File: src/rtl/calc_pkg.sv
// Shared definitions for the sequential calculator core: opcodes, FSM states, default widths.
package calc_pkg;

    localparam int DEF_WIDTH = 3;
    localparam int DEF_RES_W = 2 * DEF_WIDTH + 2;

    typedef enum logic [1:0] {
        OPT_ADD = 2'b00,
        OPT_SUB = 2'b01,
        OPT_MUL = 2'b10,
        OPT_MAC = 2'b11
    } opt_t;

    typedef enum logic [1:0] {
        ST_IDLE = 2'b00,
        ST_MUL  = 2'b01,
        ST_DONE = 2'b10
    } state_t;

endpackage

File: src/rtl/seq_shift_mul.sv
// Unsigned shift-add multiplier: one partial-product bit per cycle, LSB first, WIDTH cycles after start.
module seq_shift_mul #(
    parameter int WIDTH = 3,
    parameter int RES_W = 8
) (
    input  logic             clk,
    input  logic             rst,
    input  logic             start,
    input  logic [WIDTH-1:0] a,
    input  logic [WIDTH-1:0] b,
    output logic             done,
    output logic [RES_W-1:0] product
);

    localparam int CW = (WIDTH > 1) ? $clog2(WIDTH) : 1;

    logic             busy;
    logic [CW-1:0]    cnt;
    logic [RES_W-1:0] mcand;
    logic [RES_W-1:0] part;
    logic [WIDTH-1:0] mplier;
    logic [RES_W-1:0] next_part;

    always_comb begin
        next_part = part + (mplier[0] ? mcand : '0);
    end

    // done flags the final iteration so the owner can capture product on the same edge
    assign done    = busy && (cnt == CW'(WIDTH - 1));
    assign product = next_part;

    always_ff @(posedge clk) begin
        if (rst) begin
            busy   <= 1'b0;
            cnt    <= '0;
            mcand  <= '0;
            part   <= '0;
            mplier <= '0;
        end else if (start) begin
            busy   <= 1'b1;
            cnt    <= '0;
            mcand  <= {{(RES_W-WIDTH){1'b0}}, a};
            part   <= '0;
            mplier <= b;
        end else if (busy) begin
            part   <= next_part;
            mcand  <= mcand << 1;
            mplier <= mplier >> 1;
            cnt    <= cnt + CW'(1);
            if (done) busy <= 1'b0;
        end
    end

endmodule

File: src/rtl/seq_calc_core.sv
// Sequential add/sub/mul/MAC calculator with valid/ready handshakes on both sides.
// Handshake: a transfer happens on a rising edge where valid and ready are both high; out_* hold until out_ready.
module seq_calc_core
    import calc_pkg::*;
#(
    parameter int WIDTH = DEF_WIDTH,
    parameter int RES_W = 2 * WIDTH + 2
) (
    input  logic             clk,
    input  logic             rst,
    input  logic             in_valid,
    output logic             in_ready,
    input  logic [WIDTH-1:0] in_n0,
    input  logic [WIDTH-1:0] in_n1,
    input  logic [1:0]       opt,
    input  logic             acc_clr,
    output logic             out_valid,
    input  logic             out_ready,
    output logic [RES_W-1:0] out_n,
    output logic             out_ovf
);

    state_t           state;
    opt_t             op_r;
    logic [RES_W-1:0] acc;
    logic [RES_W-1:0] ext_n0;
    logic [RES_W-1:0] ext_n1;
    logic [RES_W:0]   mac_sum;
    logic             mul_start;
    logic             mul_done;
    logic [RES_W-1:0] product;

    assign ext_n0    = {{(RES_W-WIDTH){1'b0}}, in_n0};
    assign ext_n1    = {{(RES_W-WIDTH){1'b0}}, in_n1};
    assign in_ready  = (state == ST_IDLE);
    assign mul_start = in_ready && in_valid && opt[1];
    assign mac_sum   = {1'b0, acc} + {1'b0, product};

    seq_shift_mul #(.WIDTH(WIDTH), .RES_W(RES_W)) u_mul (
        .clk     (clk),
        .rst     (rst),
        .start   (mul_start),
        .a       (in_n0),
        .b       (in_n1),
        .done    (mul_done),
        .product (product)
    );

    always_ff @(posedge clk) begin
        if (rst) begin
            state     <= ST_IDLE;
            op_r      <= OPT_ADD;
            acc       <= '0;
            out_valid <= 1'b0;
            out_n     <= '0;
            out_ovf   <= 1'b0;
        end else begin
            case (state)
                ST_IDLE: begin
                    // clear lands before a same-cycle MAC reads acc in the MUL state
                    if (acc_clr) acc <= '0;
                    if (in_valid) begin
                        op_r <= opt_t'(opt);
                        if (!opt[1]) begin
                            state     <= ST_DONE;
                            out_valid <= 1'b1;
                            out_ovf   <= 1'b0;
                            out_n     <= (opt[0]) ? (ext_n0 - ext_n1) : (ext_n0 + ext_n1);
                        end else begin
                            state <= ST_MUL;
                        end
                    end
                end
                ST_MUL: begin
                    if (mul_done) begin
                        state     <= ST_DONE;
                        out_valid <= 1'b1;
                        if (op_r == OPT_MAC) begin
                            acc     <= mac_sum[RES_W-1:0];
                            out_n   <= mac_sum[RES_W-1:0];
                            out_ovf <= mac_sum[RES_W];
                        end else begin
                            out_n   <= product;
                            out_ovf <= 1'b0;
                        end
                    end
                end
                ST_DONE: begin
                    if (out_ready) begin
                        out_valid <= 1'b0;
                        state     <= ST_IDLE;
                    end
                end
                default: state <= ST_IDLE;
            endcase
        end
    end

endmodule

File: config.mk
export PLATFORM = sky130hd
export DESIGN_NAME = seq_calc_core
export DESIGN_NICKNAME = d
export VERILOG_FILES = /design/src/rtl/calc_pkg.sv /design/src/rtl/seq_shift_mul.sv /design/src/rtl/seq_calc_core.sv
export SDC_FILE = /design/constraint.sdc
export NUM_CORES = 1
export LEC_CHECK = 0
export CORE_MARGIN = 2
export CORE_UTILIZATION = 60
export CTS_BUF_LIST = sky130_fd_sc_hd__clkbuf_4 sky130_fd_sc_hd__clkbuf_8
export CTS_CLUSTER_DIAMETER = 40
export DETAILED_ROUTE_END_ITERATION = 8
export PLACE_DENSITY = 0.82
export SETUP_SLACK_MARGIN = 0.2
export SLEW_MARGIN = 5
export SYNTH_ARGS = -nofsm -noshare
export SYNTH_HDL_FRONTEND = slang
export SYNTH_SLANG_ARGS = --single-unit
File: constraint.sdc
create_clock -name clk -period 9.68 [get_ports clk]
set_clock_uncertainty 0.1 [all_clocks]
set_input_delay 1.936 -clock clk [delete_from_list [all_inputs] [get_ports clk]]
set_output_delay 1.936 -clock clk [all_outputs]
set_load 0.1 [all_outputs]
**Word level (Yosys, flattened, before mapping)**

Index checks and enable logic that the tools add are counted.

- Logic and storage cells: 73
- Output and inout bits: 11
- Register bits: 44
- Bits of input ports: 13

- Equal/unequal tests: 10
- Muxes and demuxes: 33
- Reduce and logical (&&, ||, !) cells: 13
- $add $sub $neg: 5

Operators by type and width:

| operator | count |
|---|---|
| $mux 8 | 9 |
| $pmux 8 s2 | 2 |
| $mux 3 | 4 |
| $mux 1 | 11 |
| $ne 2x2->1 const B | 5 |
| $add 8x8->9 | 1 |
| $add 8x8->8 | 1 |
| $mux 2 | 4 |
| $reduce_and 4->1 | 2 |
| $eq 2x2->1 const B | 3 |
| $pmux 2 s3 | 1 |
| $reduce_and 5->1 | 1 |
| $add 3x3->4 | 1 |
| $reduce_bool 2->1 | 2 |
| $sub 3x3->4 | 1 |
| $logic_and 1x1->1 | 3 |
| $pmux 1 s3 | 1 |
| $reduce_and 3->1 | 1 |
| $reduce_bool 3->1 | 1 |
| $add 2x1->2 const B | 1 |
| $eq 2x1->1 const B | 1 |
| $logic_not 2->1 | 1 |
| $ne 2x1->1 const B | 1 |
| $pmux 1 s2 | 1 |
| 2 further kinds | 2 |

**Longest topological paths before layout**

Gate-level depths: netlist of run 1.

- Word-level depth: 6
- Depth in mapped cells: 12
- Mapped depth without buffers: 12

**Hierarchy**

Synthesis of run 1 repeated with hierarchy kept, for this count alone.

- Cell total of the unflattened synthesis: 324
- Area, all modules: 2787.7 sq um

By module, submodules not included:

| module | area an instance (sq um) | sequential area each (sq um) | cells an instance | instances |
|---|---|---|---|---|
| seq_calc_core | 1571.5 | 440.4 | 185 | 1 |
| seq_shift_mul | 1216.2 | 440.4 | 139 | 1 |

**Worst setup path after synthesis of run 1**

OpenSTA, ideal clock, no wires.

- Path type: register to output
- Start: reg state[1]
- End: out in_ready
- Cell stages (with the launch flop): 3
- Buffers on the path: 1
- Arrival time: 1.771 ns
- Data required time: 7.644 ns
- Setup slack: 5.873 ns
- Path through: dfxtp_1 > buf_4 > nor2_1

- Cells in the longest elaborated chain, start to end: 1

RTL lines:

| element | line | source |
|---|---|---|
| start, declared | seq_calc_core.sv:23 | `state_t state;` |
| start signal, assigned | seq_calc_core.sv:51 | `state <= ST_IDLE;` |
| start signal, assigned | seq_calc_core.sv:65 | `state <= ST_DONE;` |
| start signal, assigned | seq_calc_core.sv:70 | `state <= ST_MUL;` |
| $logic_not 2->1 | seq_calc_core.sv:35 | `assign in_ready = (state == ST_IDLE);` |
| end, declared | seq_calc_core.sv:12 | `output logic in_ready,` |

No other way between the ends.

**Worst setup path in the final report of run 1**

Same ends and word-level chain as after synthesis.

==> reports/results.ini, run 1 <==
[outcome]
status = finished clean

[worst_setup_path]
worst_r2r_startpoint = u_mul.mplier[0]
ff2ff_path_depth = 12
worst_ep_arrival_time_ps = 2150
critPathRequiredTime_ps = 7640
endpoint_kind = output pin
crit_path_max_fanout = 9
timing.reg2reg.setup_slack_ps = 6060
r2r-end = out_n[6]
start_kind = register
setup.worst_path.class = reg -> out

[synthesis]
ys_seq_elements = 44
synth_ff_type = sky130_fd_sc_hd__dfxtp_1
syn-mean-instance-area_um2 = 8.73
yosysTopAreaCellShare_pct = 32.2
yosysTopAreaCell = sky130_fd_sc_hd__dfxtp_1
ys_types = 48
ys.warnings.count = 0
synthesis.area_um2 = 2730
async_flop_share_pct = 0
netlist_instances = 313
netlist_top_cells_area = sky130_fd_sc_hd__dfxtp_1 32%, sky130_fd_sc_hd__ha_1 11%, sky130_fd_sc_hd__mux2i_1 7.0%
yosysSeqAreaShare_pct = 32.2
synth_enable_flop_cells = 0
mappedNetlistNets = 353

[sta]
fraction_of_the_cycle_the_final_worst_path_needs_pct = 43.3
timing.fmax_ghz = 0.239
setup_viol = 0
tightestPinTransition_ps = 971
final_hold_viol_count = 0
grt_setup_unrepaired = no
finalCriticalPeriod_ps = 4190
final.setup.tns_ps = 0
report.final.slew_viol_count = 0
slew_headroom_pct = 35.0

[clock_network]
clkTransAtPathRegs_ps = 90
clkLatencyLatePin_ps = 300
cts_tree = done
numClockSinks = 44
cts_max_level = 2
postCtsSetupRepairBufs = 0
clk_root_buffer_cell = sky130_fd_sc_hd__clkbuf_8
maximum_clock_path_buffer_count = 2
hold_buffers = 0
numCtsBuffers = 5
post_cts_resize_count = 0

[final_layout]
mostFrequentLayoutCells = 44 x sky130_fd_sc_hd__dfxtp_1, 35 x sky130_fd_sc_hd__nor2_1, 26 x sky130_fd_sc_hd__a21oi_1
stdcell_area_um2 = 3100
fraction_of_layout_instances_using_a_drive_strength_above_1_pct = 4.79
layout.nets = 373
layout.cells.most_common = sky130_fd_sc_hd__dfxtp_1
fillerInstances = 352
diodes = 0
layout_overhead_on_the_synthesized_area_pct = 13.3

[place]
detailedPlacementHpwl_mm = 4.26
detailed_place.area_um2 = 2980
portBuffers = 23
gp_congestion = 0.867

[global_route]
maximum_number_of_pins_on_one_net_before_global_route_repair = 33
antenna_found_initial = 0
grt_most_used_layer = met2
use_met1_pct = 31.4
number_of_global_route_vias_before_repair = 2179
global_route.usage.met3_pct = 4.64
grt_first_pass_wirelength_mm = 9.78
track_usage_pct = 24.0
grt_overflow_total = 0
global_route.usage.met2_pct = 40.1

[power]
comb_power_share_pct = 20.5
power_switching_share_pct = 30.5
powerDensity_nw_per_um2 = 136
vdd.ir_drop.worst_mv = 0.108
net-switching-power_mw = 0.129
clockPowerShare_pct = 33.4
p_int_mw = 0.294
power.leakage_nw = 1.26
share_seq_of_total_power_pct = 46.1

[run]
maxCapViolations = 0

[die]
fp.dieW_um = 71.5
die_area_um2 = 5110
row_count = 24
design.portCount = 24
die_h_um = 71.5
initial_core_util_pct = 62.3
core_um2 = 4380

[route]
drt_pass1_iterations = 4
detail_route.wl_per_cell_um = 15.1
drc_errors = 0
dr_total_vias = 2338
drt-initial-drc-count = 128
final_antenna_net_count = 0
vias_per_cell = 6.06
routed_wl_mm = 5.82

[min_path]
min_delay_src = acc[0]
timing.hold.worst_path_depth = 2
tightest_hold_check_type = reg -> reg
hold-path-endpoint = acc[0]

-- layer usage --
metal / share of wire (%) / routed length [um] / vias to the layer above
met1: 46 / 2660 / 1099
met4: 1.1 / 64 / 0
met5: 0 / 0 / -
met2: 48 / 2770 / 75
li1: - / - / 1156
met3: 5.5 / 320 / 8
-- area by class of cell --
cell class | count | area, um2 | share of cell area [%]
clock buffer | 5 | 68.8 | 2.22
tap | 52 | 65.1 | 2.10
multi-input combinational | 241 | 1730 | 56.0
inverter | 16 | 60.1 | 1.94
sequential | 44 | 881 | 28.5
clock inverter | 3 | 42.5 | 1.37
timing repair buffer | 25 | 245 | 7.92
-- power groups by stage --
stage	clock [mW]	combinational, mW	sequential [mW]
detailed placement	0	0.0851	0.199
CTS	0.143	0.0863	0.195
global route	0.150	0.0931	0.196
floorplan	0	0.0450	0.217
global placement	0	0.0841	0.198
finish	0.141	0.0865	0.195
-- stage by stage --
step	hold slack (ps)	util [%]	total power [mW]	setup WS, ps	cells
6_report	365	70.6	0.422	5490	386
5_1_grt	393	70.6	0.439	5410	386
4_1_cts	368	70.6	0.424	5500	386
3_5_place_dp	356	68.1	0.284	5750	378
3_3_place_gp	349	68.1	0.283	5790	378
2_1_floorplan	341	-	0.262	5870	313
-- logic make-up (layout without fill, tap and decap cells) --
group | count (synthesis) | in the layout | synth area share (%)
AOI/OAI and AO/OA | 81 | 81 | 20.0
xor gates and xnor gates | 10 | 10 | 3.21
adders and majority gates | 27 | 27 | 13.5
buffers and inverters | 28 | 49 | 4.35
DFF | 44 | 44 | 32.2
muxes | 19 | 19 | 6.96
and+or+nand+nor | 104 | 104 | 19.8
-- worst max path at each step --
stage | slack (ps) | end | from
2_1_floorplan | 5870 | in_ready | state[1]
3_3_place_gp | 5790 | out_n[2] | in_n0[0]
3_5_place_dp | 5750 | out_n[2] | in_n0[0]
4_1_cts | 5500 | in_ready | state[1]
5_1_grt | 5410 | in_ready | state[1]
6_report | 5490 | in_ready | state[1]
-- cells in the mapped netlist, types with 2 or more instances --
cell type,number
sky130_fd_sc_hd__nand3b_1,8
sky130_fd_sc_hd__nor3b_1,2
sky130_fd_sc_hd__inv_1,16
sky130_fd_sc_hd__nor2_1,35
sky130_fd_sc_hd__nand2_1,23
sky130_fd_sc_hd__o21bai_1,2
sky130_fd_sc_hd__dfxtp_1,44
sky130_fd_sc_hd__buf_2,2
sky130_fd_sc_hd__a311oi_2,2
sky130_fd_sc_hd__a21oi_1,26
sky130_fd_sc_hd__and2_1,9
sky130_fd_sc_hd__nor2b_1,3
sky130_fd_sc_hd__xnor2_1,8
sky130_fd_sc_hd__clkbuf_1,6
sky130_fd_sc_hd__ha_1,23
sky130_fd_sc_hd__fa_1,4
sky130_fd_sc_hd__mux2i_1,19
sky130_fd_sc_hd__a21o_1,6
sky130_fd_sc_hd__and3_1,2
sky130_fd_sc_hd__o211ai_1,4
sky130_fd_sc_hd__nand4_1,3
sky130_fd_sc_hd__o21ai_0,11
sky130_fd_sc_hd__xor2_1,2
sky130_fd_sc_hd__a211oi_1,12
sky130_fd_sc_hd__buf_1,2
sky130_fd_sc_hd__nand2b_1,7
sky130_fd_sc_hd__nand4b_1,2
sky130_fd_sc_hd__a32oi_1,2
sky130_fd_sc_hd__a22oi_1,4
sky130_fd_sc_hd__nand3_1,5
sky130_fd_sc_hd__o21ai_1,2
-- registers in the layout, indices dropped and copies added (netlist names) --
name / count
u_mul.cnt: 2
u_mul.mcand: 8
u_mul.busy: 1
u_mul.mplier: 3
acc: 8
u_mul.part: 8
out_valid: 1
op_r: 2
out_n: 8
out_ovf: 1
state: 2
-- critical path, stage by stage (launching register included) --
cell and delay, ps:
sky130_fd_sc_hd__dfxtp_1 430, sky130_fd_sc_hd__nor2_1 240, sky130_fd_sc_hd__clkdlybuf4s50_1 1170
Power figures use the tool's default switching activity.
==> run 2, diff against run 1 <==
--- a/config.mk
+++ b/config.mk
@@ -6,11 +6,11 @@
 export NUM_CORES = 1
 export LEC_CHECK = 0
 export CORE_MARGIN = 2
-export CORE_UTILIZATION = 60
+export CORE_UTILIZATION = 54
 export CTS_BUF_LIST = sky130_fd_sc_hd__clkbuf_4 sky130_fd_sc_hd__clkbuf_8
 export CTS_CLUSTER_DIAMETER = 40
 export DETAILED_ROUTE_END_ITERATION = 8
-export PLACE_DENSITY = 0.82
+export PLACE_DENSITY = 0.78
 export SETUP_SLACK_MARGIN = 0.2
 export SLEW_MARGIN = 5
 export SYNTH_ARGS = -nofsm -noshare
==> constraint.sdc (replaced) <==
create_clock -name clk -period 3.8 [get_ports clk]
set_clock_uncertainty 0.1 [all_clocks]
set_input_delay 0.76 -clock clk [delete_from_list [all_inputs] [get_ports clk]]
set_output_delay 0.76 -clock clk [all_outputs]
set_load 0.1 [all_outputs]
==> reports/results.ini, run 2 (synthesized netlist as in run 1, its figures left out) <==
[die]
fp.dieW_um = 75.1  ; +5.1%
design.portCount = 24  ; unchanged
row_count = 25  ; +4.2%
core_um2 = 4790  ; +9.2%
die_h_um = 75.1  ; +5.1%
die_area_um2 = 5650  ; +10%
initial_core_util_pct = 57.1  ; -5.2 points

[place]
gp_congestion = 0.888  ; +2.5%
portBuffers = 23  ; unchanged
post-place-ws_ps = 418  ; -5340 ps
detailed_place.area_um2 = 3000  ; +0.55%
detailedPlacementHpwl_mm = 4.30  ; +0.86%
place.detailed.instances = 393  ; +4.0%

[sta]
fraction_of_the_cycle_the_final_worst_path_needs_pct = 87.6
final_hold_viol_count = 0  ; unchanged
finalCriticalPeriod_ps = 3330
timing.fmax_ghz = 0.300
setup_viol = 0  ; unchanged
slew_headroom_pct = 35.4  ; +0.33 points
grt_setup_unrepaired = no
report.final.slew_viol_count = 0  ; unchanged
tightestPinTransition_ps = 967  ; -4.95 ps
final.setup.tns_ps = 0  ; unchanged
setup_ws_ps = 472  ; -5020 ps

[clock_network]
cts_max_level = 2  ; unchanged
clkTransAtPathRegs_ps = 90  ; about the same
numCtsBuffers = 5  ; unchanged
maximum_clock_path_buffer_count = 2  ; unchanged
clk_root_buffer_cell = sky130_fd_sc_hd__clkbuf_8
cts_tree = done
clkLatencyLatePin_ps = 310  ; about the same
postCtsSetupRepairBufs = 0  ; unchanged
numClockSinks = 44  ; unchanged

[outcome]
status = finished clean

[route]
final_antenna_net_count = 0  ; unchanged
drt_pass1_iterations = 4  ; unchanged
dr_total_vias = 2254  ; -3.6%
vias_per_cell = 5.62  ; -7.2%
routed_wl_mm = 5.77  ; -0.79%
detail_route.wl_per_cell_um = 14.4  ; -4.5%
drt-initial-drc-count = 102  ; -20%
drc_errors = 0  ; unchanged

[global_route]
grt_overflow_total = 0  ; unchanged
number_of_global_route_vias_before_repair = 2121  ; -2.7%
track_usage_pct = 22.2  ; -1.8 points
maximum_number_of_pins_on_one_net_before_global_route_repair = 33  ; unchanged
antenna_found_initial = 0  ; unchanged
grt_first_pass_wirelength_mm = 9.54  ; -2.5%

[worst_setup_path]
worst_path_largest_cell_delay_ps = 430  ; -740 ps
endpoint_kind = register
crit_path_max_fanout = 9  ; unchanged
path_cells = and2_1 > ha_1 > fa_1 > a21o_1 > a21oi_1 > xnor2_1 > ha_1 > and2_1 > a221oi_2 > a21boi_0 > nand3b_1 > a311oi_2
ff2ff_path_depth = 12  ; unchanged
timing.reg2reg.setup_slack_ps = 470  ; -5590 ps
worst_ep_arrival_time_ps = 3460  ; +1310 ps
path_buf_inv = 0  ; -1
start_kind = register
setup.worst_path.class = reg -> reg
slowest_library_cell_on_the_worst_path = sky130_fd_sc_hd__fa_1
critPathRequiredTime_ps = 3930  ; -3710 ps
number_of_cells_on_the_critical_path = 12  ; +10
top_family_by_delay_on_critical_path = compound AO/OA/AOI/OAI gates

[final_layout]
finalCoreUtilization_pct = 64.8  ; -5.8 points
register_area_um2 = 881  ; unchanged
diodes = 0  ; unchanged
finish.cell_count_without_fillers = 401  ; +3.9%
mostFrequentLayoutCells = 44 x sky130_fd_sc_hd__dfxtp_1, 35 x sky130_fd_sc_hd__nor2_1, 26 x sky130_fd_sc_hd__a21oi_1
layout.cells.most_common = sky130_fd_sc_hd__dfxtp_1
fraction_of_layout_instances_using_a_drive_strength_above_1_pct = 5.39  ; +0.60 points
layout.nets = 373  ; unchanged
stdcell_area_um2 = 3100  ; +0.12%
layout_overhead_on_the_synthesized_area_pct = 13.4
fillerInstances = 438  ; +24%
multi_input_gate_area_um2 = 1740  ; +0.36%

[run]
maxCapViolations = 0  ; unchanged

[min_path]
tightest_hold_check_type = reg -> reg
timing.hold.worst_path_depth = 2  ; unchanged

[power]
power.leakage_nw = 1.25  ; -0.83%
powerDensity_nw_per_um2 = 330  ; +140%
vdd.ir_drop.worst_mv = 0.190  ; +76%

==> run 2: worst reg2reg max path, cell delays in order (launching register included) <==
cell	delay, ps
sky130_fd_sc_hd__dfxtp_1	390
sky130_fd_sc_hd__and2_1	190
sky130_fd_sc_hd__ha_1	210
sky130_fd_sc_hd__fa_1	430
sky130_fd_sc_hd__a21o_1	200
sky130_fd_sc_hd__a21oi_1	170
sky130_fd_sc_hd__xnor2_1	210
sky130_fd_sc_hd__ha_1	340
sky130_fd_sc_hd__and2_1	180
sky130_fd_sc_hd__a221oi_2	240
sky130_fd_sc_hd__a21boi_0	160
sky130_fd_sc_hd__nand3b_1	190
sky130_fd_sc_hd__a311oi_2	230
==> run 2: cell type report <==
type | instances | area share (%)
clock buffers | 5 | 2.22
multi-input cells | 241 | 56.1
repair buffers | 25 | 7.83
inverters | 16 | 1.94
flip-flops and latches | 44 | 28.4
well taps | 67 | 2.70
clock inverters | 3 | 0.767
==> run 2: worst paths after layout <==
kind | from | to
setup / recovery | u_mul.mplier[0] | out_n[6]
hold / removal | acc[0] | acc[0]
hold reg to reg | acc[0] | acc[0]
setup reg to reg | u_mul.mplier[0] | out_n[6]
==> run 2: repair_timing <==
action | in CTS | in global routing
endpoints found under the hold margin | 0 | 0
setup endpoints to repair | 0 | 1
gates resized for setup | 0 | 1
hold buffers | 0 | 0
==> run 2: where the power goes <==
group          total [mW]  switching [mW]  internal, mW
logic               0.219           0.146        0.0733
clock network       0.307           0.177         0.130
registers           0.495          0.0153         0.479
==> run 2: metrics by stage <==
stage / power (mW) / hold WS (ps)
after floorplan: 0.668 / 341
after CTS: 1.03 / 369
after global routing: 1.07 / 396
final: 1.02 / 368
after global placement: 0.721 / 348
after detailed placement: 0.725 / 356
==> run 2: metal layers <==
metal  vias to the layer above  part of all wire, %  global-route usage, %
met5                         -                    0                      0
met4                         0                  1.5                   7.60
met3                        10                  3.9                   4.55
met2                        48                   47                   37.1
met1                      1035                   48                   28.5
li1                       1161                    -                      -
